--- src/rtl/game_timer_score_unit.sv ---
// Countdown, game and difficulty timers plus hit scoring for the game FSM.
// Optional macro MISS_PENALTY_EN: a scored timeout without a hit costs one point.
module game_timer_score_unit #(
    parameter int COUNTDOWN_LEN = 5,
    parameter int GAME_LEN      = 30,
    parameter int SCORE_MAX     = 255,
    parameter int DIFF_STEP_SEC = 10
) (
    input  logic       clk,
    input  logic       rst_n,
    input  logic       clk_1hz,
    input  logic       enable_countdown,
    input  logic       clear_countdown,
    input  logic       enable_game_timer,
    input  logic       clear_game_timer,
    input  logic       enable_score,
    input  logic       clear_score,
    input  logic       enable_difficulty_timer,
    input  logic [1:0] difficulty_level,
    input  logic       hit_pulse,
    input  logic       timeout_pulse,
    output logic [5:0] countdown_sec,
    output logic [5:0] game_time_sec,
    output logic [7:0] score,
    output logic       countdown_done,
    output logic       game_done,
    output logic       diff_tick,
    output logic       sec_tick
);

    localparam logic [5:0] CD_MAX = 6'(COUNTDOWN_LEN);
    localparam logic [5:0] GT_MAX = 6'(GAME_LEN);
    localparam logic [5:0] DS_MAX = 6'(DIFF_STEP_SEC);
    localparam logic [8:0] SC_MAX = 9'(SCORE_MAX);

    logic       s0, s1, s2;
    logic [5:0] diff_cnt;
    logic [3:0] streak;
    logic [3:0] streak_inc;
    logic [3:0] streak_n;
    logic [1:0] points;
    logic       bonus;
    logic [8:0] sum;
    logic [7:0] score_n;

    // Flops preset high so a reset release with clk_1hz high is not an edge.
    always_ff @(posedge clk or negedge rst_n) begin
        if (!rst_n) begin
            s0 <= 1'b1;
            s1 <= 1'b1;
            s2 <= 1'b1;
        end else begin
            s0 <= clk_1hz;
            s1 <= s0;
            s2 <= s1;
        end
    end

    assign sec_tick = s1 & ~s2;

    always_ff @(posedge clk or negedge rst_n) begin
        if (!rst_n) begin
            countdown_sec <= 6'd0;
        end else if (clear_countdown) begin
            countdown_sec <= 6'd0;
        end else if (sec_tick && enable_countdown
                     && countdown_sec < CD_MAX) begin
            countdown_sec <= countdown_sec + 6'd1;
        end
    end

    always_ff @(posedge clk or negedge rst_n) begin
        if (!rst_n) begin
            game_time_sec <= 6'd0;
        end else if (clear_game_timer) begin
            game_time_sec <= 6'd0;
        end else if (sec_tick && enable_game_timer
                     && game_time_sec < GT_MAX) begin
            game_time_sec <= game_time_sec + 6'd1;
        end
    end

    assign countdown_done = (countdown_sec == CD_MAX);
    assign game_done      = (game_time_sec == GT_MAX);

    always_ff @(posedge clk or negedge rst_n) begin
        if (!rst_n) begin
            diff_cnt  <= 6'd0;
            diff_tick <= 1'b0;
        end else begin
            diff_tick <= 1'b0;
            if (clear_game_timer) begin
                diff_cnt <= 6'd0;
            end else if (sec_tick && enable_difficulty_timer) begin
                if (diff_cnt + 6'd1 == DS_MAX) begin
                    diff_cnt  <= 6'd0;
                    diff_tick <= 1'b1;
                end else begin
                    diff_cnt <= diff_cnt + 6'd1;
                end
            end
        end
    end

    always_comb begin
        points = 2'd3;
        unique case (1'b1)
            difficulty_level == 2'b00: points = 2'd1;
            difficulty_level == 2'b01: points = 2'd2;
            default:                   points = 2'd3;
        endcase
        streak_inc = (streak == 4'hF) ? 4'hF : streak + 4'd1;
        bonus = (streak_inc == 4'd5) || (streak_inc == 4'd10)
                || (streak_inc == 4'd15);
        sum = {1'b0, score} + {7'd0, points} + {8'd0, bonus};
        if (sum > SC_MAX) begin
            sum = SC_MAX;
        end
        score_n  = score;
        streak_n = streak;
        if (clear_score) begin
            score_n  = 8'd0;
            streak_n = 4'd0;
        end else if (enable_score) begin
            if (hit_pulse) begin
                score_n  = sum[7:0];
                streak_n = timeout_pulse ? 4'd0 : streak_inc;
            end else if (timeout_pulse) begin
                streak_n = 4'd0;
`ifdef MISS_PENALTY_EN
                if (score != 8'd0) begin
                    score_n = score - 8'd1;
                end
`endif
            end
        end
    end

    always_ff @(posedge clk or negedge rst_n) begin
        if (!rst_n) begin
            score  <= 8'd0;
            streak <= 4'd0;
        end else begin
            score  <= score_n;
            streak <= streak_n;
        end
    end

endmodule

--- config.mk ---
export PLATFORM = sky130hd
export DESIGN_NAME = game_timer_score_unit
export DESIGN_NICKNAME = d
export VERILOG_FILES = /design/src/rtl/game_timer_score_unit.sv
export SDC_FILE = /design/constraint.sdc
export NUM_CORES = 1
export LEC_CHECK = 0
export CAP_MARGIN = 20
export CORE_AREA = 2 2 62 64
export CTS_CLUSTER_DIAMETER = 100
export CTS_CLUSTER_SIZE = 8
export DETAILED_ROUTE_END_ITERATION = 12
export DIE_AREA = 0 0 64 66
export PLACE_DENSITY_LB_ADDON = 0.2
export SLEW_MARGIN = 20
export SYNTH_ARGS = -nofsm -noshare
export SYNTH_HDL_FRONTEND = slang
export SYNTH_SLANG_ARGS = --single-unit
--- constraint.sdc ---
create_clock -name clk -period 4 [get_ports clk]
set_clock_uncertainty 0.15 [all_clocks]
set_input_delay 0.4 -clock clk [delete_from_list [all_inputs] [get_ports clk]]
set_output_delay 0.4 -clock clk [all_outputs]
set_load 0.01 [all_outputs]
==> results.toml <==
[run_status]
status = "finished, final reports clean"

[grt]
grt_pass1_vias = 1593
overflow = 0
grt_start_max_net_pins = 35
grt_antenna_before_repair = 0
grt_pass1_wl_um = 7044
grt_util_all_layers_pct = 21.91

[setup_path]
crit_path_max_incr_delay_ns = 0.45
crit_chain = "ha_1 -> and3b_1 -> nor2_1 -> nor2_1 -> o31ai_1 -> fa_1 -> fa_1 -> nand4_2 -> or2_1 -> a211oi_1"
crit_type = "reg2reg"
slowest_stage = "dfrtp_1"
r2r_cells = 10
worstPathMaxFanout = 7
cp_data_required_time_ns = 4.12
r2r_start = "streak[0]$_DFFE_PN0P_"
critPathLaunchType = "register"
arrival_ns = 2.96
worstSetupEndpointType = "register"
r2r_end = "score[2]$_DFFE_PN0P_"
r2r_slack_ns = 1.16

[timing]
slew_violations = 0
max_freq_mhz = 351.6
rsz0062_at_grt = "false"
worst_pin_slew_ns = 0.6563
period_share_pct = 71.11
finalSetupViolations = 0
relSlewSlack_pct = 55.62
fin_crit_ns = 2.844
hold_violations = 0
fin_setup_tns_ns = 0
hold_slack_ns = 0.2102

[route]
drc = 0
wl_per_cell_um = 14.59
dr.pass1.iters = 4
drt_wl_total_um = 4113
drtIter0Drc = 81
antenna_left = 0
viasPerCell = 5.663
dr_total_vias = 1597

[pwr]
powerDensity_mw_per_mm2 = 265.9
p_switching_mw = 0.1628
power_frac_comb_pct = 11.6
leakage_nw = 0.9868
seq_power_share_pct = 56.8
swShare_pct = 25.65
peakVddDrop_mv = 0.1656
clkPwrFrac_pct = 31.5
p_int_mw = 0.4719

[clocking]
cts_setup_buffers = 0
cts_sinks = 34
root_buffer = "clkbuf_4"
cts_buffer_depth = 2
hold_buffers = 0
cts_tree = "built"
cts_resized = 0
ctsHtreeMaxLevel = 2
clkTransAtPathRegs_ns = 0.11
cts_made_buffers = 5
worstSkewPairLatency_ns = 0.36

[synthesis]
yosysUniqueCellTypes = 49
synthesis.nets = 220
synth_cells = 193
synthesis.area_mm2 = 0.001906
async_reset_ff_share_pct = 100.0
synth_warnings = 0
ys.flop_type = "dfrtp_1"
ys_seq_area_share_pct = 44.85
syn_avg_cell_area_um2 = 9.873
synth-edff-count = 0
yosys_register_bits = 34

[place]
gp_congestion = 0.9353
place_hpwl_um = 3022
port_buffers = 37
dp.cells = 274
postPlaceCellArea_mm2 = 0.002321

[min_path]
hp-start = "s0$_DFF_PN1_"
hold-path-cell-count = 0
min_path_type = "reg2reg"
min_to = "s1$_DFF_PN1_"

[layout]
fin_cells = 282
fillerInstances = 272
antenna_cells = 0
drive_gt1_share_pct = 8.547
final_cell_mix = "clkdlybuf4s50_1, dfrtp_1, nor2_1"
multiInputGateArea_um2 = 993.5
layout_commonest_cell = "clkdlybuf4s50_1"
register_area_um2 = 854.6
layout.nets = 260
final_core_util_pct = 67.23
fin_area_mm2 = 0.002387
syn_to_final_growth_pct = 25.28

[die]
initial_core_util_pct = 53.66
fp.dieW_um = 64
die_y_um = 66
dieArea_mm2 = 0.004224
num_rows = 22
core_area_mm2 = 0.003551
io_pins = 38

[job]
max_cap_viol_count = 0
-- worst max path at each step --
stage | startpoint | end | slack (ns) | cells past startpoint
5_1_grt | streak[0]$_DFFE_PN0P_ | score[2]$_DFFE_PN0P_ | 0.90 | 10
4_1_cts | streak[0]$_DFFE_PN0P_ | score[2]$_DFFE_PN0P_ | 1.15 | 10
3_3_place_gp | streak[0]$_DFFE_PN0P_ | score[0]$_DFFE_PN0P_ | 1.33 | 10
2_1_floorplan | streak[0]$_DFFE_PN0P_ | score[0]$_DFFE_PN0P_ | 1.42 | 10
3_5_place_dp | streak[0]$_DFFE_PN0P_ | score[2]$_DFFE_PN0P_ | 1.16 | 10
6_report | streak[0]$_DFFE_PN0P_ | score[2]$_DFFE_PN0P_ | 1.16 | 10
-- flip-flops by register name, summed over array words and instances (netlist names) --
signal / cells
score: 8
game_time_sec: 6
s0: 1
diff_tick: 1
s1: 1
countdown_sec: 6
streak: 4
s2: 1
diff_cnt: 6
-- power by group through the flow --
| stage | Sequential, mW | Combinational, mW | Clock (mW) |
|---|---|---|---|
| floorplan | 0.367 | 0.0332 | 0 |
| global placement | 0.366 | 0.0709 | 0 |
| detailed placement | 0.367 | 0.0741 | 0 |
| CTS | 0.361 | 0.0744 | 0.207 |
| global route | 0.362 | 0.0824 | 0.222 |
| finish | 0.361 | 0.0739 | 0.200 |
-- routing by layer --
layer | GRT usage (%) | vias to the layer above | wire [µm]
met1 | 25.06 | 775 | 1753
met4 | 10.87 | 0 | 55
met2 | 38.67 | 53 | 2110
met5 | 0 | - | 0
met3 | 4.770 | 6 | 194
li1 | - | 763 | -
-- through the flow --
stage	total power [mW]	setup slack [ns]
final	0.6347	1.156
after global routing	0.6662	0.9043
after CTS	0.6425	1.150
after detailed placement	0.4414	1.159
after global placement	0.4373	1.332
after floorplan	0.4000	1.420
-- cells in the mapped netlist, types with 3 or more instances --
cell,number,area share [%]
dfrtp_1,31,41
buf_2,3,0.79
and3_1,3,0.99
inv_1,10,2.0
dfstp_2,3,4.1
xor2_1,4,1.8
o21ai_0,3,0.79
ha_1,11,7.2
nand2_1,9,1.8
nor2b_1,5,1.6
nand4_1,3,0.99
xnor2_1,6,2.8
mux2i_1,5,2.6
a21oi_1,7,1.8
nor2_1,27,5.3
nor3_1,8,2.1
nand3_1,11,2.9
a211oi_1,4,1.6
-- cell families after synthesis --
logic type	share of synthesized area, %
xor gates and xnor gates	4.596
DFF	44.85
buffers and inverters	3.349
adders and majority gates	9.324
muxes	2.627
AOI/OAI and AO/OA	11.16
and+or+nand+nor	24.10
-- critical path: cells and delay by family (launching register included) --
family | cells | cell delay (ns)
simple gates | 5 | 0.87
fa+ha+maj | 3 | 0.82
flops | 1 | 0.45
compound gates | 2 | 0.47
-- cell type report --
type,instances,area share (%)
multi-input cells,143,41.61
flip-flops and latches,34,35.80
repair buffers,38,15.83
well taps,48,2.516
clock buffers,7,2.306
inverters,11,1.730
clock inverters,1,0.2096
Power figures use the tool's default switching activity.
==> edit 1 (same flow settings) <==
Build with the macro `MISS_PENALTY_EN` defined.
--- a/src/rtl/game_timer_score_unit.sv
+++ b/src/rtl/game_timer_score_unit.sv
@@ -1,5 +1,7 @@
 // Countdown, game and difficulty timers plus hit scoring for the game FSM.
 // Optional macro MISS_PENALTY_EN: a scored timeout without a hit costs one point.
+`define MISS_PENALTY_EN
+
 module game_timer_score_unit #(
     parameter int COUNTDOWN_LEN = 5,
     parameter int GAME_LEN      = 30,
Formal check against the unedited RTL: not equivalent (Yosys sat finds a counterexample within 4 cycles, from zero or initial values and one cycle with rst_n low).
==> edit 1 against the unedited design <==
Cell area increased by 12%; area after synthesis grew 15%; sequential share of layout area is 3.9 points lower; sequential cell count is the same; setup slack worse by 0.48 ns; core utilization increased by 8.2 points; via count grew 20%; routed wire length grew 15%; cell count rose by 14%; global-route usage up 2.6 points.
Power is not compared: it rests on default switching activity, and its combinational part moved more than twofold at a synthesized area within 25%.
==> edit 1: results (changes against the unedited design) <==
| Metric | Value |
|---|---|
| Outcome | finished clean |
| CP max FO | 6 (-1) |
| Top cells by count, synth | 31 x dfrtp_1, 18 x nor2_1, 17 x nand2_1, 13 x inv_1, 12 x ha_1 |
| Vias per cell | 5.98 (+5.5%) |
| GPL Wtd Cong | 0.930 (-0.62%) |
| WP data arrival | 3.40 ns (+0.44 ns) |
| Post-CTS sizing | 0 (unchanged) |
| Slew @ Worst Pin | 0.642 ns (-0.0139 ns) |
| R2R Path End | score[3] |
| Async SR Flop Fraction | 1.00 (unchanged) |
| Dominant cells by area after synthesis | dfrtp_1 35%, ha_1 6.8%, dfstp_2 3.6% |
| YS warnings | 0 (unchanged) |
| Clk Latency, worst-skew pair | 0.34 ns (-0.02 ns) |
| Hold Crit Endpoint | s1 |
| Synth cell types | 58 (+18%) |
| Pin count of the biggest net entering global routing | 35 (unchanged) |
| Detail Placement HPWL | 3.40 mm (+12%) |
| Avg WL per Cell | 14.7 um (+0.69%) |
| Leak | 0.00110 uW |
| Post-synthesis compound-gate area fraction | 0.168 (+0.0567) |
| Vias in the first global route | 1838 (+15%) |
| Post-synthesis sequential area ratio | 0.390 (-0.0588) |
| Iteration-0 DRC Markers | 120 (+48%) |
| Hold Path Origin | s0 |
| R2r setup slk | 0.68 ns (-0.48 ns) |
| Ratio of cells with drive above 1 in the final layout | 0.0696 (-0.0159) |
| Mapped Nets | 263 (+20%) |
| Synth Flop Type | dfrtp_1 |
| Post-synthesis mux area share | 0.0228 (-0.00345) |
| Post-synthesis adder-cell area fraction | 0.0867 (-0.00653) |
| Setup Crit Path Kind | reg2reg |
| Family with the most delay on the worst path | adder cells |
| Hold WS | 0.227 ns (+0.0171 ns) |
| Global-route wire length before repair | 8.13 mm (+15%) |
| Reg clk slew, reported paths | 0.11 ns (about the same) |
| Port bufs | 37 (unchanged) |
| CP max stage delay | 0.46 ns |
| Min-Delay Path Class | reg2reg |
| Reg2Reg Depth | 11 (+1) |
| TritonRoute pass-1 iters | 6 (+2) |
| Total GRT Usage | 0.245 (+0.0259) |
| CP max-delay cell | fa_1 |
| Post-layout net count | 300 (+15%) |
| CTS root buffer | clkbuf_4 |
| Worst hold path cell count | 0 (unchanged) |
| Synth Area in XOR/XNOR | 0.0519 (+0.00595) |
| Reg2Reg Launch Point | streak[0] |
| Layout fillers | 256 (-5.9%) |
| Total CTS buffers | 5 (unchanged) |
| Max reg flops | 8 (unchanged) |
## edit 1: cell count changes in the layout (fill, tap and decap cells not counted), moves of 4 or more
cell      change
o21ai_1       +6
nand2b_1      +5
a211oi_1      -4
nand2_1       +8
nor2_1        -9
nor2b_1       +4
## edit 1: metal layers
metal / global-route usage / up-vias / routed length (um)
met5: 0 / - / 0
met2: 0.389 / 83 / 2180
met4: 0.0870 / 0 / 52
li1: - / 922 / -
met3: 0.0545 / 9 / 301
met1: 0.330 / 904 / 2180
## edit 1: cell type report
| class | instances | area (um2) | share of cell area |
|---|---|---|---|
| multi-input cells | 177 | 1250 | 0.468 |
| clock buffers | 6 | 51.3 | 0.0192 |
| inverters | 14 | 52.6 | 0.0196 |
| flip-flops and latches | 34 | 855 | 0.319 |
| repair buffers | 40 | 393 | 0.147 |
| well taps | 48 | 60.1 | 0.0224 |
| clock inverters | 2 | 12.5 | 0.00467 |
## edit 1: stage by stage
stage	instance area (um2)	utilization	total power, uW	setup WS (ns)	cells
after floorplan	2190	-	527	0.967	235
after global placement	2610	0.734	605	0.819	313
after detailed placement	2610	0.734	607	0.733	313
after CTS	2670	0.752	812	0.702	321
after global routing	2680	0.754	855	0.450	321
final	2680	0.754	814	0.676	321
## edit 1: worst register-to-register path, cell delays in order (launching register included)
cell and delay, ns:
dfrtp_1 0.44, ha_1 0.29, nand2b_1 0.16, mux2i_1 0.22, mux2i_1 0.22, nor3_1 0.08, fa_1 0.40, fa_1 0.46
nand4_1 0.16, o21ai_1 0.18, o311ai_0 0.32, a2bb2oi_1 0.11
## edit 1: power breakdown
part | switching, uW | internal (uW)
sequential | 35.0 | 361
combinational | 110 | 100
clock | 124 | 84.5
==> edit 2 (same settings) <==
Made on the original files. Add an input register stage for `enable_score`, without a reset; this delays it by one clock. The other inputs are not delayed to match.
--- a/src/rtl/game_timer_score_unit.sv
+++ b/src/rtl/game_timer_score_unit.sv
@@ -32,6 +32,12 @@
     localparam logic [5:0] GT_MAX = 6'(GAME_LEN);
     localparam logic [5:0] DS_MAX = 6'(DIFF_STEP_SEC);
     localparam logic [8:0] SC_MAX = 9'(SCORE_MAX);
+
+    logic enable_score_q;
+
+    always_ff @(posedge clk) begin
+        enable_score_q <= enable_score;
+    end
 
     logic       s0, s1, s2;
     logic [5:0] diff_cnt;
@@ -121,7 +127,7 @@
         if (clear_score) begin
             score_n  = 8'd0;
             streak_n = 4'd0;
-        end else if (enable_score) begin
+        end else if (enable_score_q) begin
             if (hit_pulse) begin
                 score_n  = sum[7:0];
                 streak_n = timeout_pulse ? 4'd0 : streak_inc;
Behaviour: not the same (Yosys sat finds a counterexample within 4 cycles, from zero or initial values and one cycle with rst_n low).
==> edit 2 against the unedited design <==
Sequential cell count grew 1; cell area shrank 0.37%; critical path depth grew 4; setup slack lost 0.67 ns; total power grew 4.2%; non-clock buffer count is the same; count of clock-buffer cells in the layout grew 1; synthesized cell count grew 2.1%; routed wire length shrank 12%; critical path type unchanged; first-iteration DRC count grew 15%; global-route usage shrank 2.7 points; area after synthesis shrank 0.39%.
==> edit 2: results (changes against the unedited design) <==
| Metric | Value |
|---|---|
| Outcome | finished clean |
| CP max stage delay | 0.47 ns (+0.02 ns) |
| Post-CTS Setup Bufs | 0 (unchanged) |
| Post-placement cell count | 276 (+0.73%) |
| Ratio of cells with drive above 1 in the final layout | 0.0593 (-0.0261) |
| Reg clk slew, reported paths | 0.10 ns |
| Port bufs | 37 (unchanged) |
| Min-Delay Path Class | reg2reg |
| Leak | 0.00102 uW (+3.1%) |
| Post-synthesis compound-gate area fraction | 0.123 (+0.0116) |
| GRT met1 Usage | 0.268 (+0.0177) |
| WP data arrival | 3.56 ns (+0.60 ns) |
| Synth Area in XOR/XNOR | 0.0554 (+0.00941) |
| Routed wl met3 | 197 um (+1.5%) |
| Global-route track usage on met3 | 0.0596 (+0.0119) |
| Vias in the first global route | 1327 (-17%) |
| Iteration-0 DRC Markers | 93 (+15%) |
| Mapped Nets | 224 (+1.8%) |
| Clk Latency, worst-skew pair | 0.33 ns (-0.03 ns) |
| Global-route wire length before repair | 6.26 mm (-11%) |
| Family with the most delay on the worst path | adder cells |
| Pin count of the biggest net entering global routing | 35 (unchanged) |
| Met2 wire length | 1.61 mm (-24%) |
| Post-synthesis sequential area ratio | 0.461 (+0.0123) |
| GPL Wtd Cong | 0.839 (-10%) |
| Top cells by count, synth | 31 x dfrtp_1, 31 x nor2_1, 13 x inv_1, 12 x nand2_1, 11 x ha_1 |
| Antenna violations before repair | 0 (unchanged) |
| WL final | 3.61 mm (-12%) |
| Post-synthesis mux area share | 0.0218 (-0.00451) |
| Met1 Wirelength | 1.75 mm (-0.17%) |
| Slew headroom | 0.678 (+0.122) |
| Dpl ws | 0.499 ns (-0.660 ns) |
| Avg WL per Cell | 12.7 um (-13%) |
| Post-DP Area | 2310 um2 (-0.49%) |
| Post-synthesis adder-cell area fraction | 0.0936 (+0.000369) |
| Worst IR Drop VDD | 0.000142 V (-14%) |
| Internal power | 504 uW (+6.8%) |
| Post-layout net count | 262 (+0.77%) |
| Flop pwr share | 0.563 (-0.005) |
| Total Power | 662 uW (+4.2%) |
| Async SR Flop Fraction | 0.971 (-0.0286) |
| Met2 Track Usage GR | 0.288 (-0.0990) |
| Synth cell types | 44 (-10%) |
| YS warnings | 0 (unchanged) |
| Detail Placement HPWL | 2.62 mm (-13%) |
| Layout fillers | 293 (+7.7%) |
| Vias per cell | 5.45 (-3.8%) |
| Total GRT Usage | 0.193 (-0.0266) |
| Dominant cells by area after synthesis | dfrtp_1 41%, ha_1 7.3%, nor2_1 6.1% |
| Antenna cell count | 0 (unchanged) |
| Post-Syn Instances | 197 (+2.1%) |
-- edit 2: changes by cell type after synthesis, moves of 4 or more --
| cell | unedited run | this run |
|---|---|---|
| nand3_1 | 11 | 4 |
| nand4_1 | 3 | 8 |
| clkbuf_1 | 2 | 7 |
| nor3_1 | 8 | 4 |
| nor2_1 | 27 | 31 |
-- edit 2: cell type report --
| cell class | instances | area (um2) | area share |
|---|---|---|---|
| repair buffers | 38 | 378 | 0.159 |
| inverters | 13 | 48.8 | 0.0205 |
| flip-flops and latches | 35 | 875 | 0.368 |
| multi-input cells | 142 | 948 | 0.399 |
| clock buffers | 8 | 68.8 | 0.0289 |
| well taps | 48 | 60.1 | 0.0252 |
-- edit 2: final timing paths --
path	start	to	slack (ns)	cells after the start
min in group asynchronous	rst_n	countdown_sec[2]	0.31	2
worst max register to register	streak[0]	score[3]	0.48	14
worst min-delay path	s0	s1	0.21	0
worst max-delay path	streak[0]	score[3]	0.48	14
worst min register to register	s0	s1	0.21	0
max in group asynchronous	rst_n	s2	3.07	2
